File: src/rtl/if_fetch_buf.sv
// if_fetch_buf: fetch PC + credit-gated imem requests (req/addr/gnt/rvalid/rdata) feeding an in-order FIFO to decode (inst_valid/ready/inst/pc), flushed by redirect
module if_fetch_buf #(
  parameter logic [31:0] RESET_PC = 32'h0000_0000,
  parameter int DEPTH = 2
) (
  input  logic        clk,
  input  logic        rst,
  input  logic        redirect_valid_in,
  input  logic [31:0] redirect_pc_in,
  output logic        imem_req_out,
  output logic [31:0] imem_addr_out,
  input  logic        imem_gnt_in,
  input  logic        imem_rvalid_in,
  input  logic [31:0] imem_rdata_in,
  output logic        inst_valid_out,
  input  logic        inst_ready_in,
  output logic [31:0] inst_out,
  output logic [31:0] pc_out
);
  localparam int AW = $clog2(DEPTH);
  localparam int CW = AW + 1;
  localparam logic [CW:0] LIMIT = (CW + 1)'(DEPTH);
  logic [31:0] fetch_pc, resp_pc, last_inst, last_pc, target;
  logic [31:0] inst_mem [DEPTH];
  logic [31:0] pc_mem [DEPTH];
  logic [CW-1:0] outstanding, discard, count;
  logic [AW-1:0] rd_ptr, wr_ptr;
  logic grant, push, pop;
  assign target = {redirect_pc_in[31:2], 2'b00};
  assign imem_req_out = !rst && !redirect_valid_in && ({1'b0, outstanding} + {1'b0, count} < LIMIT);
  assign imem_addr_out = fetch_pc;
  assign grant = imem_req_out && imem_gnt_in;
  assign push = imem_rvalid_in && discard == '0 && !redirect_valid_in;
  assign inst_valid_out = count != '0;
  assign pop = inst_valid_out && inst_ready_in && !redirect_valid_in;
  assign inst_out = inst_valid_out ? inst_mem[rd_ptr] : last_inst;
  assign pc_out = inst_valid_out ? pc_mem[rd_ptr] : last_pc;
  always_ff @(posedge clk or posedge rst) begin
    if (rst) begin
      fetch_pc <= RESET_PC;
      resp_pc <= RESET_PC;
      outstanding <= '0;
      discard <= '0;
      count <= '0;
      rd_ptr <= '0;
      wr_ptr <= '0;
      last_inst <= '0;
      last_pc <= '0;
    end else begin
      last_inst <= inst_out;
      last_pc <= pc_out;
      if (redirect_valid_in) begin
        fetch_pc <= target;
        resp_pc <= target;
        outstanding <= outstanding - CW'(imem_rvalid_in);
        discard <= outstanding - CW'(imem_rvalid_in);
        count <= '0;
        rd_ptr <= '0;
        wr_ptr <= '0;
      end else begin
        fetch_pc <= grant ? fetch_pc + 32'd4 : fetch_pc;
        resp_pc <= push ? resp_pc + 32'd4 : resp_pc;
        outstanding <= outstanding + CW'(grant) - CW'(imem_rvalid_in);
        discard <= (imem_rvalid_in && discard != '0) ? discard - 1'b1 : discard;
        count <= count + CW'(push) - CW'(pop);
        wr_ptr <= push ? wr_ptr + 1'b1 : wr_ptr;
        rd_ptr <= pop ? rd_ptr + 1'b1 : rd_ptr;
      end
    end
  end
  always_ff @(posedge clk) begin
    if (push) begin
      inst_mem[wr_ptr] <= imem_rdata_in;
      pc_mem[wr_ptr] <= resp_pc;
    end
  end
  always_ff @(posedge clk) begin
    if (!rst) begin
      assert (!(imem_rvalid_in && outstanding == '0));
      assert (!(imem_gnt_in && !imem_req_out && !redirect_valid_in));
    end
  end
endmodule

File: config.mk
export PLATFORM = sky130hd
export DESIGN_NAME = if_fetch_buf
export DESIGN_NICKNAME = d
export VERILOG_FILES = /design/src/rtl/if_fetch_buf.sv
export SDC_FILE = /design/constraint.sdc
export NUM_CORES = 1
export LEC_CHECK = 0
export ABC_AREA = 1
export CAP_MARGIN = 20
export CORE_MARGIN = 1.5
export CORE_UTILIZATION = 45
export DETAILED_ROUTE_END_ITERATION = 8
export PLACE_DENSITY = 0.68
export SYNTH_ARGS = -nofsm -noshare
export SYNTH_HDL_FRONTEND = slang
export SYNTH_SLANG_ARGS = --single-unit
File: constraint.sdc
create_clock -name clk -period 5.9 [get_ports clk]
set_clock_uncertainty 0.15 [all_clocks]
set_input_delay 1.18 -clock clk [delete_from_list [all_inputs] [get_ports clk]]
set_output_delay 1.18 -clock clk [all_outputs]
set_load 0.02 [all_outputs]
### Yosys cells after proc, flatten, opt, wreduce, memory -nomap -nowiden

Memories as Yosys holds them, arrays and structs flattened.
Cells that the tools add are included.

* register bits after elaboration: 136
* bits in latches: 0
* memory bits (writable): 128
* bits in read-only memories: 0
* input bits: 70
* word-level logic and storage cells: 56
* memories kept: 2

* add/sub/neg operators: 11
* multiply operators: 0
* divide/modulo/power cells: 0
* $lt $le $gt $ge: 1
* equal/unequal tests: 0
* shift-type cells: 0
* mux-type cells: 16
* bitwise operators: 0
* reduce and logical (&&, ||, !) cells: 17

Memories
* inst_mem: words 2, width 32, rd ports 1, clocked after memory_dff 0, wr ports 1, line 24 `logic [31:0] inst_mem [DEPTH];`
* pc_mem: words 2, width 32, rd ports 1, clocked after memory_dff 0, wr ports 1, line 25 `logic [31:0] pc_mem [DEPTH];`

Operator list (count)
* 32-bit two-way mux: 6
* 32-bit by 3-bit adder with 32-bit output (second input constant): 2
* 2-bit nonzero test: 6
* 1-bit logical AND: 8
* 2-bit two-way mux: 4
* 1-bit two-way mux: 6
* 2-bit by 1-bit subtractor with 2-bit output: 3
* 2-bit by 1-bit adder with 2-bit output: 2
* 2-bit by 2-bit adder with 3-bit output: 1
* 3-bit by 2-bit < comparator with 1-bit output (second input constant): 1
* 1-bit adder (second input constant): 2
* 1-bit zero test: 2
* 2-bit zero test: 1
* 2-bit by 1-bit subtractor with 2-bit output (second input constant): 1

### Longest topological paths before layout

Gate-level depths: netlist of run 1.

* word-level depth: 7
* mapped depth: 11
* mapped depth without buffers: 11

### Least setup slack after synthesis of run 1

Ideal clock, no wire load.

* path kind: input-to-output
* start: in rst
* end: out imem_req_out
* arrival: 4.433 ns
* setup slack: 0.137 ns
* cell stages on the path: 3
* buffers on the path: 0
* cells stage by stage: inv_1 > nand3_1 > inv_1

* cells in the longest elaborated chain, start to end: 3

RTL lines
* start: declaration: line 7 `input logic rst,`
* 1-bit zero test
* 1-bit logical AND (2 in a row): line 30 `assign imem_req_out = !rst && !redirect_valid_in && ({1'b0, outstanding} + {1'b0, count} < LIMIT);`
* end: declaration: line 10 `output logic imem_req_out,`

Every way passes these cells.

### Worst setup path in the final report of run 1

* start: reg count[1]
* end: out pc_out[18]

* cells in the longest elaborated chain, start to end: 2

RTL lines
* start: declaration: line 26 `logic [CW-1:0] outstanding, discard, count;`
* start signal: assignment: line 65 `count <= count + CW'(push) - CW'(pop);`
* 2-bit nonzero test: line 34 `assign inst_valid_out = count != '0;`
* 32-bit two-way mux: line 37 `assign pc_out = inst_valid_out ? pc_mem[rd_ptr] : last_pc;`
* end: declaration: line 18 `output logic [31:0] pc_out`

Every way passes these cells.

==> results of run 1 <==
-- cell families (layout without fill, tap and decap cells) --
logic type / Yosys count / in the layout / synth area share
flops: 256 / 256 / 0.626
compound gates: 193 / 193 / 0.0915
xor+xnor: 17 / 17 / 0.0133
buf+inv: 132 / 316 / 0.0486
simple gates: 536 / 536 / 0.210
fa+ha+maj: 9 / 9 / 0.0107
other cells: 1 / 2 / 0.000334
-- path summary, 6_finish.rpt --
check | to | start | depth (start not counted)
max | pc_out[18] | count[1] | 6
min | last_pc[1] | last_pc[1] | 2
max reg2reg | inst_mem[0][27] | discard[0] | 8
min reg2reg | last_pc[1] | last_pc[1] | 2
max in group asynchronous | rd_ptr | rst | 4
min in group asynchronous | last_inst[6] | rst | 2
-- layout by cell type (no fill, tap or decap), types with 2 or more instances in the layout --
cell type	n
nand2_1	281
clkdlybuf4s50_1	163
a21oi_1	137
dfrtp_1	131
edfxtp_1	124
nor2_1	116
inv_1	83
nand3_1	68
clkbuf_16	28
o21ai_0	23
xor2_1	15
nor2_2	14
nor2_4	12
buf_4	12
nand4_1	11
o211ai_1	11
o21ai_1	11
nor3_1	11
nand2_2	10
ha_1	8
clkinv_2	6
clkbuf_1	6
clkbuf_8	6
or2_2	3
inv_2	3
nand3b_1	2
nor3b_1	2
inv_6	2
xnor2_1	2
o21bai_1	2
o221ai_1	2
a31oi_1	2
conb_1	2
bufinv_16	2
clkinv_1	2
-- routing by layer --
metal | global-route usage | wire (microns) | vias up
li1 | - | - | 4142
met1 | 0.307 | 12500 | 4141
met2 | 0.348 | 12700 | 292
met3 | 0.0349 | 1760 | 46
met4 | 0.0598 | 622 | 0
met5 | 0 | 0 | -
-- worst max-delay path, cell delays in order, from the launching register on --
cell	delay (ns)
dfrtp_1	0.44
nor2_4	0.05
inv_2	0.56
buf_4	0.46
nor2_1	0.09
a21oi_1	0.26
clkdlybuf4s50_1	0.66
-- synth_stat cells, types with 3 or more instances --
| cell type | n |
|---|---|
| nand2_2 | 10 |
| inv_1 | 85 |
| or2_2 | 3 |
| nor3_1 | 11 |
| nand4_1 | 11 |
| dfrtp_1 | 132 |
| clkbuf_1 | 23 |
| o211ai_1 | 11 |
| buf_2 | 13 |
| buf_4 | 4 |
| nand2_1 | 281 |
| nor2_2 | 15 |
| nor2_1 | 118 |
| ha_1 | 8 |
| a21oi_1 | 137 |
| o21ai_0 | 23 |
| edfxtp_1 | 124 |
| nor2_4 | 9 |
| o21ai_1 | 11 |
| nand3_1 | 68 |
| xor2_1 | 15 |
-- flip-flops by register name (all words and copies together) (netlist names) --
register and flops:
inst_mem 64, pc_mem 60, last_inst 32, last_pc 32, imem_addr_out 30, resp_pc 30
count 2, discard 2, outstanding 2, rd_ptr 1, wr_ptr 1
-- power by group --
group          internal, uW  leakage, uW  switching (uW)  total, uW
clock                  1040     0.000458             690       1730
sequential             2260      0.00267             197       2450
combinational           903      0.00269            1340       2240
total                  4200      0.00582            2220       6420
-- layout make-up --
cell class	count	area, sq um
clock inverters	12	125
multi-input cells	757	3680
flip-flops and latches	256	7030
fillers	2129	10300
well taps	324	405
repair buffers	175	1720
inverters	89	343
clock buffers	40	806
-- metrics by stage --
step / cell area [sq um] / power, uW / hold WS (ns)
floorplan: 11200 / 3710 / 0.292
global placement: 13200 / 4680 / 0.321
detailed placement: 13200 / 4730 / 0.330
CTS: 14100 / 6470 / 0.340
global route: 14100 / 6770 / 0.360
finish: 14100 / 6420 / 0.339
==> metrics.txt, run 1 <==
status completed; Layout area overhead 25.7%; core outline area 24,400 sq um; synth warn 0; setup ws final 1.48 ns; global route total overflow 0; endpoints failing setup 0; CP Max Fanout 37; layout cells sized above 1 0.0820; Max IR drop VDD 0.274 mV; Max Freq 0.226 GHz; Final Util 0.578; minimum clock period 4.42 ns; Die Span Y 161 microns; Finished Layout Cells 1,653; Starting Density 0.460; row count 57; Final nets 1,386; CTS sink count 256; Distinct cells, synth 45; FFs w/ async S/R, synth 0.516; drt initial violations 556; via count of the routed design 8,621; initial antenna violation count 0; hold bufs inserted after CTS 0; Area contributors post-synth edfxtp_1 (33%), dfrtp_1 (29%), nand2_1 (9.4%), a21oi_1 (6.1%), nor2_1 (3.9%); Die Area 25,900 sq um; pin count of the biggest net entering global routing 63; Clock transition at path regs 0.06 ns; TNS Setup 0 ns; IO Port Bufs 163; H-tree depth 1; crit start category flop; post-route ant nets 0; Bufs on Longest Clock Path 3; slew margin rel. 0.344; post-cts gate resize count 0; Synth area leader edfxtp_1; main flop type after synthesis dfrtp_1; die width 161 microns; Hold/Removal Path Class flop to flop; Max-cap violations 0; Post-CTS Setup Bufs 0; syn_area_per_cell 9.81 sq um; CTS tree yes; post-synthesis cell count 1,144; Arrival @ worst endpoint 3.09 ns; Yosys top cell area share 0.332; dpl cells 1,601; gr usage total 0.217; Mapped Area 11,200 sq um; pre-CTS setup slack 1.51 ns; worst-margin pin slew 0.981 ns; Post-synth EDFFs 124; drt pass-1 iters 5; vias in the first global route 8,506; DP HPWL 18,200 microns; WS Path Type flop to output pin; sequential area share after synthesis 0.626; first-pass GRT wire length 44,800 microns; CTS buffer count 28; Final Wtd Congestion 0.894; WL final 27,600 microns; number of I/O pins 168; Root Driver clkbuf_16; number of synthesized register bits 256; number of max-slew violations in the final report 0; DR WL/cell 16.7 microns; final hold vios 0; Pwr per Cell Area 455 nW/um^2; clk_lat worst skew 0.55 ns; vias per cell 5.22; Tcrit/Tclk final 0.750; RSZ-0062 raised after global routing no; Remaining DRCs 0; Leak 0.00582 uW; Worst setup EP type output pin; required time of the critical path 4.57 ns; reg-to-reg setup timing slack 2.84 ns; antenna cells 0
(Power assumes the default switching activity.)
==> run 2, diff against run 1 <==
==> constraint.sdc (replaced) <==
create_clock -name clk -period 4.18 [get_ports clk]
set_clock_uncertainty 0.15 [all_clocks]
set_input_delay 0.836 -clock clk [delete_from_list [all_inputs] [get_ports clk]]
set_output_delay 0.836 -clock clk [all_outputs]
set_load 0.02 [all_outputs]
==> metrics.txt, run 2 (synthesized netlist as in run 1, its figures left out) <==
Hold EP pc_mem[1][23]; Post-CTS Setup Bufs 0; number of max-slew violations in the final report 0; DP HPWL 17,700 microns; most common cell after layout, fill and taps aside nand2_1; pin count of the biggest net entering global routing 133; reg-to-reg setup timing slack 1.57 ns; slowest stage cell on the critical path clkdlybuf4s50_1; Max-cap violations 0; WL final 27,500 microns; row count 57; worst-path cell chain nor2_4 > buf_4 > a21oi_1 > a21oi_1 > clkdlybuf4s50_1; layout cells sized above 1 0.0792; most frequent cells in the layout nand2_1 (281), clkdlybuf4s50_1 (163), a21oi_1 (137); Register-to-Register Path Depth 11; CP top delay family buffers and inverters; Max Freq 0.262 GHz; post-route ant nets 0; first-pass GRT wire length 44,700 microns; Die Span Y 161 microns; number of fill cells 2,082; dpl cells 1,601; DR WL/cell 16.7 microns; Die Area 25,900 sq um; drt initial violations 567; required time of the critical path 3.19 ns; initial antenna violation count 0; worst-margin pin slew 0.775 ns; register name with the most flops inst_mem; Starting Density 0.460; WS Path Type flop to output pin; vias per cell 5.24; setup ws final 0.358 ns; RSZ-0062 raised after global routing no; Final Util 0.578; Leak 0.00578 uW; design area 14,100 sq um; Critical Path Most Common Cell a21oi_1; minimum clock period 3.82 ns; drt pass-1 iters 5; clk_lat worst skew 0.55 ns; global route total overflow 0; Hold/Removal Path Class flop to flop; WP buf/inv 2; slew margin rel. 0.483; worst reg2reg endpoint outstanding[1]; number of I/O pins 168; gr usage total 0.216; CTS buffer count 27; Pwr per Cell Area 632 nW/um^2; Clock transition at path regs 0.06 ns; Arrival @ worst endpoint 2.84 ns; Layout area overhead 25.5%; Remaining DRCs 0; Largest register FFs 64; Root Driver clkbuf_16; Finished Layout Cells 1,650; final hold vios 0; post-cts gate resize count 0; Final Wtd Congestion 0.897; IO Port Bufs 163; worst hold path depth 0; HP Start resp_pc[23]; slowest stage delay, CP 0.68 ns; antenna cells 0; Post-DP Area 13,300 sq um; Tcrit/Tclk final 0.914; launching point of the worst reg2reg path outstanding[0]; core outline area 24,400 sq um; H-tree depth 1; Final nets 1,385; final hold slack 0.331 ns; hold bufs inserted after CTS 0; CP Max Fanout 62; CTS tree yes; vias in the first global route 8,542; via count of the routed design 8,639; Bufs on Longest Clock Path 3; Worst setup EP type output pin; CTS sink count 256; die width 161 microns; pre-CTS setup slack 0.886 ns; crit start category flop; Max IR drop VDD 0.409 mV; biggest regs inst_mem: 64 flops, pc_mem: 60 flops; endpoints failing setup 0; status completed
[run 2: layout make-up]
type	instances	area (sq um)	area share
Clock inverter	8	51.3	0.00364
Clock buffer	41	778	0.0552
Sequential cell	256	7030	0.499
Multi-Input combinational cell	757	3700	0.263
Inverter	89	342	0.0242
Timing Repair Buffer	175	1780	0.127
Tap cell	324	405	0.0288
[run 2: worst reg2reg max path, cell delays in order (launching register included)]
cell and delay, ns:
dfrtp_1 0.43, nand2_1 0.09, inv_1 0.04, fa_1 0.43, nor2_1 0.22, nand4_4 0.23
ha_4 0.34, inv_2 0.03, ha_4 0.14, xor2_1 0.15, xnor2_1 0.13, o21ai_0 0.08
[run 2: how the worst max path moves through the flow]
stage,start,to,cells past startpoint
after floorplan,rst,outstanding[1],8
after global placement,imem_rvalid_in,resp_pc[23],8
after detailed placement,count[1],pc_out[18],5
after CTS,count[1],pc_out[18],5
after global routing,count[1],pc_out[18],5
final,count[1],pc_out[18],5
[run 2: metrics by stage]
step | setup TNS, ns | total power, uW
floorplan | -0.393 | 5240
global placement | 0 | 6650
detailed placement | 0 | 6720
CTS | 0 | 8980
global route | 0 | 9400
finish | 0 | 8900
[run 2: power by group]
group          total [uW]  switching (uW)  internal, uW
sequential           3460             278          3190
combinational        3200            1900          1310
clock                2230             951          1280
total                8900            3130          5780
[run 2: routing by layer]
metal  routed length, microns  vias up  global-route usage
met3                     1880       46              0.0341
met5                        0        -                   0
met1                    12500     4128               0.309
met2                    12600      320               0.348
li1                         -     4145                   -
met4                      546        0              0.0526
==> run 3, diff against run 2 <==
--- a/config.mk
+++ b/config.mk
@@ -6,9 +6,10 @@
 export NUM_CORES = 1
 export LEC_CHECK = 0
 export ABC_AREA = 1
-export CAP_MARGIN = 20
+export CAP_MARGIN = 15
 export CORE_MARGIN = 1.5
 export CORE_UTILIZATION = 45
+export CTS_BUF_LIST = sky130_fd_sc_hd__clkbuf_4
 export DETAILED_ROUTE_END_ITERATION = 8
 export PLACE_DENSITY = 0.68
 export SYNTH_ARGS = -nofsm -noshare
==> metrics.txt, run 3 (synthesized netlist as in run 1, its figures left out) <==
WL final 27,700 microns; setup ws final 0.232 ns; global route total overflow 0; Worst setup EP type output pin; Max-cap violations 0; status completed; CTS tree yes; pin count of the biggest net entering global routing 133; final hold vios 0; hold bufs inserted after CTS 0; most frequent cells in the layout nand2_1 (281), clkdlybuf4s50_1 (163), a21oi_1 (137); Max IR drop VDD 0.326 mV; H-tree depth 3; launching point of the worst reg2reg path outstanding[0]; vias per cell 5.12; Hold/Removal Path Class flop to flop; minimum clock period 3.95 ns; crit start category flop; post-route ant nets 0; Final Wtd Congestion 0.897; Bufs on Longest Clock Path 3; drt initial violations 534; Final nets 1,427; biggest regs inst_mem: 64 flops, pc_mem: 60 flops; slew margin rel. 0.487; die width 161 microns; Layout area overhead 26.1%; row count 57; vias in the first global route 8,937; Largest register FFs 64; CP startpoint count[1]; Arrival @ worst endpoint 2.96 ns; number of I/O pins 168; DR WL/cell 16.1 microns; initial antenna violation count 1; layout cells sized above 1 0.129; core outline area 24,400 sq um; CTS sink count 256; drt pass-1 iters 6; Clock transition at path regs 0.06 ns; Tcrit/Tclk final 0.945; Register-to-Register Path Depth 11; first-pass GRT wire length 45,400 microns; via count of the routed design 8,822; Total Power 8860 uW; Pwr per Cell Area 626 nW/um^2; required time of the critical path 3.19 ns; post-cts gate resize count 0; Root Driver clkbuf_4; IO Port Bufs 163; reg-to-reg setup timing slack 1.58 ns; Die Span Y 161 microns; CP Max Fanout 62; worst hold path depth 2; DP HPWL 17,700 microns; crit path capture pc_out[18]; Post-DP Area 13,300 sq um; clk_lat worst skew 0.64 ns; Max Freq 0.253 GHz; endpoints failing setup 0; worst reg2reg endpoint outstanding[1]; pre-CTS setup slack 0.886 ns; Leak 0.00591 uW; gr usage total 0.221; worst-margin pin slew 0.769 ns; CTS buffer count 69; RSZ-0062 raised after global routing no; Starting Density 0.460; Post-CTS Setup Bufs 0; Die Area 25,900 sq um; number of max-slew violations in the final report 0; Remaining DRCs 0; register name with the most flops inst_mem; TNS Setup 0 ns; WS Path Type flop to output pin; most common cell after layout, fill and taps aside nand2_1; number of fill cells 2,124; design area 14,200 sq um
-- run 3: changes by cell type in the layout (fill, tap and decap cells not counted), moves of 5 or more --
cell	previous run	this run
clkbuf_1	9	0
clkbuf_8	5	0
clkbuf_4	0	105
clkinv_1	3	9
clkbuf_16	27	0
-- run 3: report_power, final --
group	internal (uW)	switching (uW)
Sequential	3180	276
Combinational	1310	1890
Clock	1210	992
-- run 3: critical path: stages (launching register included) --
cell,delay [ns]
dfrtp_1,0.45
nor2_4,0.12
buf_4,0.61
a21oi_1,0.10
a21oi_1,0.33
clkdlybuf4s50_1,0.68
-- run 3: cell type report --
cell class / instances / area (sq um) / area share
sequential: 256 / 7030 / 0.496
multi-input combinational: 757 / 3700 / 0.262
timing repair buffer: 175 / 1780 / 0.126
clock buffer: 105 / 788 / 0.0557
tap: 324 / 405 / 0.0286
inverter: 89 / 342 / 0.0241
clock inverter: 17 / 105 / 0.00742
antenna: 1 / 2.50 / 0.000177
-- run 3: worst min path at each step --
stage	from	end	slack, ns
after floorplan	resp_pc[23]	pc_mem[0][23]	0.29
after global placement	resp_pc[23]	pc_mem[0][23]	0.31
after detailed placement	resp_pc[23]	pc_mem[1][23]	0.33
after CTS	last_pc[0]	last_pc[0]	0.34
after global routing	last_pc[1]	last_pc[1]	0.37
final	last_pc[0]	last_pc[0]	0.33
-- run 3: metal layers --
layer / global-route usage / share of wire / up-vias
met2: 0.348 / 0.46 / 303
met4: 0.0783 / 0.016 / 0
li1: - / - / 4279
met5: 0 / 0 / -
met3: 0.0462 / 0.067 / 35
met1: 0.305 / 0.45 / 4205
-- run 3: metrics by stage --
step	std cells	utilization	hold slack, ns
final	1724	0.580	0.334
after global routing	1724	0.580	0.366
after CTS	1723	0.580	0.336
after detailed placement	1601	0.544	0.326
after global placement	1601	0.544	0.307
after floorplan	1145	-	0.292
